**config.mk**
```make
export PLATFORM = sky130hd
export DESIGN_NAME = zchip_bus_seq
export DESIGN_NICKNAME = d
export VERILOG_FILES = /design/src/rtl/zchip_bus_seq.sv
export SDC_FILE = /design/constraint.sdc
export NUM_CORES = 1
export LEC_CHECK = 0
export ABC_AREA = 0
export CORE_UTILIZATION = 40
export DETAILED_ROUTE_END_ITERATION = 8
export GPL_ROUTABILITY_DRIVEN = 0
export GPL_TIMING_DRIVEN = 1
export PLACE_DENSITY_LB_ADDON = 0.1
export RECOVER_POWER = 50
export SYNTH_ARGS = -nofsm -noshare
export SYNTH_HDL_FRONTEND = slang
export SYNTH_SLANG_ARGS = --single-unit
```
**constraint.sdc**
```tcl
create_clock -name fclk -period 1.8 [get_ports fclk]
set_input_delay 0.36 -clock fclk [delete_from_list [all_inputs] [get_ports fclk]]
set_output_delay 0.36 -clock fclk [all_outputs]
set_load 0.1 [all_outputs]
```
**src/rtl/zchip_bus_seq.sv**
```systemverilog
// -----------------------------------------------------------------------------
// zchip_bus_seq
//
// Sequencer and round-robin arbiter for the shared chip-side bus that carries
// the W5300 Ethernet chip and the SL811 USB chip. The two chips share the data
// bus and the brd_n/bwr_n strobes. Each chip has its own chip select.
//
// Two requesters present byte-wide accesses:
//   r0 = ZX-bus port decoder
//   r1 = internal/test engine
// The sequencer runs one access at a time through the states
// IDLE -> SETUP -> STROBE -> HOLD -> DONE. The length of each phase is set by a
// parameter and counted in fclk cycles.
//
// Parameters (valid range 1..15 each):
//   SETUP   cycles cs_n is low before the strobe
//   STROBE  cycles brd_n/bwr_n is low
//   HOLD    cycles cs_n is low after the strobe is released
//
// Ports:
//   fclk, rst_n                 clock (posedge) and async active-low reset
//   rN_req/we/sel/addr/wdata    request from requester N (N = 0, 1)
//   rN_ack                      one-cycle completion pulse
//   rN_rdata                    read data, held until N's next read completes
//   w5300_addr, sl811_a0        registered chip addresses
//   w5300_cs_n, sl811_cs_n      chip selects
//   brd_n, bwr_n                read/write strobes
//   bd_out, bd_oe, bd_in        shared data bus: write data, drive enable,
//                               read data
//   busy                        high whenever the sequencer is not in IDLE
//
// Every output comes straight from a flop. No input reaches a strobe or a chip
// select through combinational logic.
// -----------------------------------------------------------------------------
module zchip_bus_seq #(
  parameter int unsigned SETUP  = 1,
  parameter int unsigned STROBE = 4,
  parameter int unsigned HOLD   = 1
) (
  input  logic       fclk,
  input  logic       rst_n,

  input  logic       r0_req,
  input  logic       r0_we,
  input  logic       r0_sel,
  input  logic [9:0] r0_addr,
  input  logic [7:0] r0_wdata,
  output logic       r0_ack,
  output logic [7:0] r0_rdata,

  input  logic       r1_req,
  input  logic       r1_we,
  input  logic       r1_sel,
  input  logic [9:0] r1_addr,
  input  logic [7:0] r1_wdata,
  output logic       r1_ack,
  output logic [7:0] r1_rdata,

  output logic [9:0] w5300_addr,
  output logic       sl811_a0,
  output logic       w5300_cs_n,
  output logic       sl811_cs_n,
  output logic       brd_n,
  output logic       bwr_n,
  output logic [7:0] bd_out,
  output logic       bd_oe,
  input  logic [7:0] bd_in,
  output logic       busy
);

  // Phase counters load "length - 1". The phase then ends on the edge where
  // the counter reads zero.
  localparam logic [3:0] SETUP_LD  = 4'(SETUP - 1);
  localparam logic [3:0] STROBE_LD = 4'(STROBE - 1);
  localparam logic [3:0] HOLD_LD   = 4'(HOLD - 1);

  typedef enum logic [2:0] {
    ST_IDLE,
    ST_SETUP,
    ST_STROBE,
    ST_HOLD,
    ST_DONE
  } state_e;

  state_e     state_q, state_d;
  logic [3:0] cnt_q, cnt_d;
  logic       prio_q, prio_d;   // requester favoured on contention (0 = r0)
  logic       gnt_q, gnt_d;     // requester owning the current access
  logic       we_q, we_d;

  logic [9:0] w5300_addr_q, w5300_addr_d;
  logic       sl811_a0_q, sl811_a0_d;
  logic       w5300_cs_n_q, w5300_cs_n_d;
  logic       sl811_cs_n_q, sl811_cs_n_d;
  logic       brd_n_q, brd_n_d;
  logic       bwr_n_q, bwr_n_d;
  logic [7:0] bd_out_q, bd_out_d;
  logic       bd_oe_q, bd_oe_d;
  logic       r0_ack_q, r0_ack_d;
  logic       r1_ack_q, r1_ack_d;
  logic [7:0] r0_rdata_q, r0_rdata_d;
  logic [7:0] r1_rdata_q, r1_rdata_d;
  logic       busy_q, busy_d;

  // Grant selection. With a single request that requester wins. With two
  // requests the favoured one wins.
  logic       pick;
  logic       g_we;
  logic       g_sel;
  logic [9:0] g_addr;
  logic [7:0] g_wdata;

  assign pick    = (r0_req && r1_req) ? prio_q : r1_req;
  assign g_we    = pick ? r1_we    : r0_we;
  assign g_sel   = pick ? r1_sel   : r0_sel;
  assign g_addr  = pick ? r1_addr  : r0_addr;
  assign g_wdata = pick ? r1_wdata : r0_wdata;

  always_comb begin
    // NOTE: every variable gets a hold/default value before the case
    // statement. Any path that skips an assignment then keeps its register
    // value instead of inferring a latch.
    state_d      = state_q;
    cnt_d        = cnt_q;
    prio_d       = prio_q;
    gnt_d        = gnt_q;
    we_d         = we_q;
    w5300_addr_d = w5300_addr_q;
    sl811_a0_d   = sl811_a0_q;
    w5300_cs_n_d = w5300_cs_n_q;
    sl811_cs_n_d = sl811_cs_n_q;
    brd_n_d      = brd_n_q;
    bwr_n_d      = bwr_n_q;
    bd_out_d     = bd_out_q;
    bd_oe_d      = bd_oe_q;
    r0_ack_d     = 1'b0;
    r1_ack_d     = 1'b0;
    r0_rdata_d   = r0_rdata_q;
    r1_rdata_d   = r1_rdata_q;

    case (state_q)
      ST_IDLE: begin
        if (r0_req || r1_req) begin
          gnt_d  = pick;
          prio_d = ~pick;
          we_d   = g_we;
          if (g_sel) begin
            sl811_a0_d   = g_addr[0];
            sl811_cs_n_d = 1'b0;
          end else begin
            w5300_addr_d = g_addr;
            w5300_cs_n_d = 1'b0;
          end
          if (g_we) begin
            bd_out_d = g_wdata;
            bd_oe_d  = 1'b1;
          end
          state_d = ST_SETUP;
          cnt_d   = SETUP_LD;
        end
      end

      ST_SETUP: begin
        if (cnt_q == 4'd0) begin
          state_d = ST_STROBE;
          cnt_d   = STROBE_LD;
          if (we_q) bwr_n_d = 1'b0;
          else      brd_n_d = 1'b0;
        end else begin
          cnt_d = cnt_q - 4'd1;
        end
      end

      ST_STROBE: begin
        if (cnt_q == 4'd0) begin
          state_d = ST_HOLD;
          cnt_d   = HOLD_LD;
          brd_n_d = 1'b1;
          bwr_n_d = 1'b1;
          // Read data is sampled on the same edge that releases brd_n.
          if (!we_q) begin
            if (gnt_q) r1_rdata_d = bd_in;
            else       r0_rdata_d = bd_in;
          end
        end else begin
          cnt_d = cnt_q - 4'd1;
        end
      end

      ST_HOLD: begin
        if (cnt_q == 4'd0) begin
          state_d      = ST_DONE;
          w5300_cs_n_d = 1'b1;
          sl811_cs_n_d = 1'b1;
          bd_oe_d      = 1'b0;
          if (gnt_q) r1_ack_d = 1'b1;
          else       r0_ack_d = 1'b1;
        end else begin
          cnt_d = cnt_q - 4'd1;
        end
      end

      ST_DONE: begin
        state_d = ST_IDLE;
      end

      default: begin
        state_d = ST_IDLE;
      end
    endcase

    busy_d = (state_d != ST_IDLE);
  end

  // NOTE: sequential state uses non-blocking assignments only. All flops then
  // update together, so no flop reads another flop's new value in the same
  // cycle.
  always_ff @(posedge fclk or negedge rst_n) begin
    if (!rst_n) begin
      state_q      <= ST_IDLE;
      cnt_q        <= 4'd0;
      prio_q       <= 1'b0;
      gnt_q        <= 1'b0;
      we_q         <= 1'b0;
      w5300_addr_q <= 10'd0;
      sl811_a0_q   <= 1'b0;
      w5300_cs_n_q <= 1'b1;
      sl811_cs_n_q <= 1'b1;
      brd_n_q      <= 1'b1;
      bwr_n_q      <= 1'b1;
      bd_out_q     <= 8'd0;
      bd_oe_q      <= 1'b0;
      r0_ack_q     <= 1'b0;
      r1_ack_q     <= 1'b0;
      r0_rdata_q   <= 8'd0;
      r1_rdata_q   <= 8'd0;
      busy_q       <= 1'b0;
    end else begin
      state_q      <= state_d;
      cnt_q        <= cnt_d;
      prio_q       <= prio_d;
      gnt_q        <= gnt_d;
      we_q         <= we_d;
      w5300_addr_q <= w5300_addr_d;
      sl811_a0_q   <= sl811_a0_d;
      w5300_cs_n_q <= w5300_cs_n_d;
      sl811_cs_n_q <= sl811_cs_n_d;
      brd_n_q      <= brd_n_d;
      bwr_n_q      <= bwr_n_d;
      bd_out_q     <= bd_out_d;
      bd_oe_q      <= bd_oe_d;
      r0_ack_q     <= r0_ack_d;
      r1_ack_q     <= r1_ack_d;
      r0_rdata_q   <= r0_rdata_d;
      r1_rdata_q   <= r1_rdata_d;
      busy_q       <= busy_d;
    end
  end

  assign w5300_addr = w5300_addr_q;
  assign sl811_a0   = sl811_a0_q;
  assign w5300_cs_n = w5300_cs_n_q;
  assign sl811_cs_n = sl811_cs_n_q;
  assign brd_n      = brd_n_q;
  assign bwr_n      = bwr_n_q;
  assign bd_out     = bd_out_q;
  assign bd_oe      = bd_oe_q;
  assign r0_ack     = r0_ack_q;
  assign r1_ack     = r1_ack_q;
  assign r0_rdata   = r0_rdata_q;
  assign r1_rdata   = r1_rdata_q;
  assign busy       = busy_q;

endmodule

```
==> summary.md <==
| Metric | Value |
|---|---|
| Via density per instance | 4.92 |
| Req. time, crit path | 2.00 ns |
| Most common cell after layout, fill and taps aside | clkdlybuf4s50_1 |
| Row cnt | 28 |
| Total core area | 5990 um^2 |
| Synth-to-layout area growth | 56.9% |
| Vias | 1849 |
| Slew headroom | 26.8% |
| Hold Vio Cnt, Final | 0 |
| Die height | 81.1 um |
| Initial Utilization | 41.8% |
| Worst min-delay path class | reg2reg |
| Clock buffer depth | 2 |
| Post-Synthesis Cells | 184 |
| RSZ-0062 raised after global routing | false |
| Final Slew Violations | 0 |
| Final worst-path cycle share | 96.6% |
| CP startpoint kind | input pin |
| Total of max-cap violations | 0 |
| ANT cells | 0 |
| CTS tree | done |
| Mapped cell area | 2500 um^2 |
| Pre-CTS setup slack | -0.288 ns |
| Final instance area | 3930 um^2 |
| Minimum clock period | 1.74 ns |
| Port Buffers | 94 |
| Slowest-stage cell, CP | clkdlybuf4s50_1 |
| R2R setup slack | 0.12 ns |
| Dpl hpwl | 4130 um |
| Worst Setup SP | r0_req |
| Worst r2r src | state_q[1] |
| Die Width | 81.1 um |
| Largest net degree at the start of global routing | 21 |
| Clk_lat worst skew | 0.31 ns |
| Placed cell area | 4080 um^2 |
| Crit-path max FO | 8 |
| Root buf cell | clkbuf_8 |
| Status | completed |
| Clock-pin slew on the worst setup and hold paths | 0.09 ns |
| Commonest cells after routing, fill and taps aside | clkdlybuf4s50_1 (50), dfrtp_1 (48), mux2_2 (35) |
| H-tree depth | 2 |
| Seq/Total Area, Yosys | 53.1% |
| Max Fclk | 575 MHz |
| Ys async rst share | 100% |
| WL/cell | 14.4 um |
| Final WS setup | 0.0619 ns |
| DRT Pass-1 Iters | 4 |
| Final setup vio count | 0 |
| Hold_sp | bd_oe |
| Main synth FF type | dfrtp_1 |
| Crit path DAT | 1.93 ns |
| Initial DRC count | 42 |
| Post-route DRC | 0 |
| Final ANT Viol Nets | 0 |
| CTS buffer count | 5 |
| Drt total wl | 5400 um |
| CP Capture Type | register |
| GRT overflow | 0 |
| Slowest Stage Delay on Critical Path | 0.54 ns |
| Sinks on Clock Net | 53 |
| Share of cells above drive strength 1 | 46.2% |
| Top delay family on crit path | buffers and inverters |
| First-pass GRT wire length | 9020 um |
| Crit path kind | in2reg |
| Vias in the first global route | 1952 |
| Setup Skew | 0.0106 ns |
| GRT Overall Usage | 18.2% |
| IO Count | 95 |
| Critical path buffer and inverter count | 2 |
| Hold WS | 0.508 ns |
| Net count after synthesis | 238 |
| Number of distinct library cells after synthesis | 42 |
| Flops & latches, synth | 53 |
| Die footprint | 6580 um^2 |
| Worst Max-Slew Pin Slew | 1.10 ns |
| Filler instances | 453 |
| Syn. warnings | 0 |
| EDFF count, synth | 0 |
| Initial antenna violation count | 0 |
| Nets | 354 |
| Average cell area after synthesis | 13.6 um^2 |
| Worst-path cell chain | clkdlybuf4s50_1 -> nor2b_1 -> o21ai_1 -> a21oi_4 -> buf_12 -> mux2_4 |
cell type report:
cell class	count	area (um^2)	share of cell area [%]
flip-flops and latches	53	1330	33.9
repair buffers	115	1240	31.5
multi-input cells	119	1150	29.3
well taps	75	93.8	2.39
clock buffers	7	86.3	2.20
inverters	6	22.5	0.573
clock inverters	1	7.51	0.191
sequential cells by signal, summed over array words and instances, names as in the netlist:
| signal | count |
|---|---|
| w5300_addr | 10 |
| bd_out | 8 |
| r0_rdata | 8 |
| r1_rdata | 8 |
| cnt_q | 4 |
| state_q | 3 |
| bd_oe | 1 |
| brd_n | 1 |
| busy | 1 |
| bwr_n | 1 |
| gnt_q | 1 |
| prio_q | 1 |
| r0_ack | 1 |
| r1_ack | 1 |
| sl811_a0 | 1 |
| sl811_cs_n | 1 |
| w5300_cs_n | 1 |
| we_q | 1 |
cells by family after synthesis:
kind of cell | synth area share [%]
AO/OA/AOI/OAI | 6.04
adder cells (fa/ha/maj) | 0.999
buffers and inverters | 2.65
AND/OR/NAND/NOR | 9.69
flip-flops | 53.1
multiplexers | 26.8
XOR/XNOR | 0.699
Yosys cell counts (2+ instances only):
cell / instances / area share [%]
buf_6: 2 / 0.90
a21oi_1: 5 / 1.0
o21ai_0: 6 / 1.2
a21o_1: 2 / 0.60
dfstp_2: 4 / 4.2
buf_2: 2 / 0.40
nand2_1: 4 / 0.60
dfrtp_1: 49 / 49
o21a_1: 2 / 0.60
o21ai_1: 2 / 0.40
nor2b_1: 3 / 0.75
and3_1: 2 / 0.50
mux2_2: 35 / 16
a31oi_1: 2 / 0.50
ha_1: 2 / 1.0
inv_1: 6 / 0.90
mux2_4: 17 / 10
nor2_1: 11 / 1.6
nand3_1: 5 / 1.0
path summary, 6_finish.rpt:
kind	to	cells after the start
setup reg to reg	bd_out[3]	6
hold reg to reg	bd_oe	1
setup / recovery	bd_out[3]	6
max in group asynchronous	bd_out[2]	3
hold / removal	bd_oe	1
min in group asynchronous	state_q[1]	2
per-stage QoR:
step / utilization, % / std cells / TNS [ns]
floorplan: - / 184 / 0
global placement: 68.0 / 366 / -4.32
detailed placement: 68.0 / 366 / -5.05
CTS: 69.8 / 375 / 0
global route: 65.6 / 376 / 0
finish: 65.6 / 376 / 0
layer usage:
metal  global-route usage, %  up-vias  routed length (um)  share of wire [%]
met1                    21.9      895                2280                 42
met2                    29.5       63                2630                 49
met5                       0        -                   0                  0
li1                        -      883                   -                  -
met3                    6.85        8                 412                7.6
met4                    6.96        0                  81                1.5
repair_timing:
item                                   in CTS  in global routing
setup buffers                               0                  1
hold buffers                                1                  0
endpoints found under the hold margin      10                  0
gates resized for setup                     0                  7
setup endpoints to repair                   0                 24
worst reg2reg max path, cell delays in order (launching register included):
cell	delay (ns)
dfrtp_2	0.49
nor3_4	0.22
o21ai_2	0.10
buf_4	0.15
a21oi_4	0.14
buf_12	0.16
mux2_4	0.30
Power is left out: the tool's default activity adds up to more than one toggle a clock period on the data nets, which glitch-free logic cannot reach.
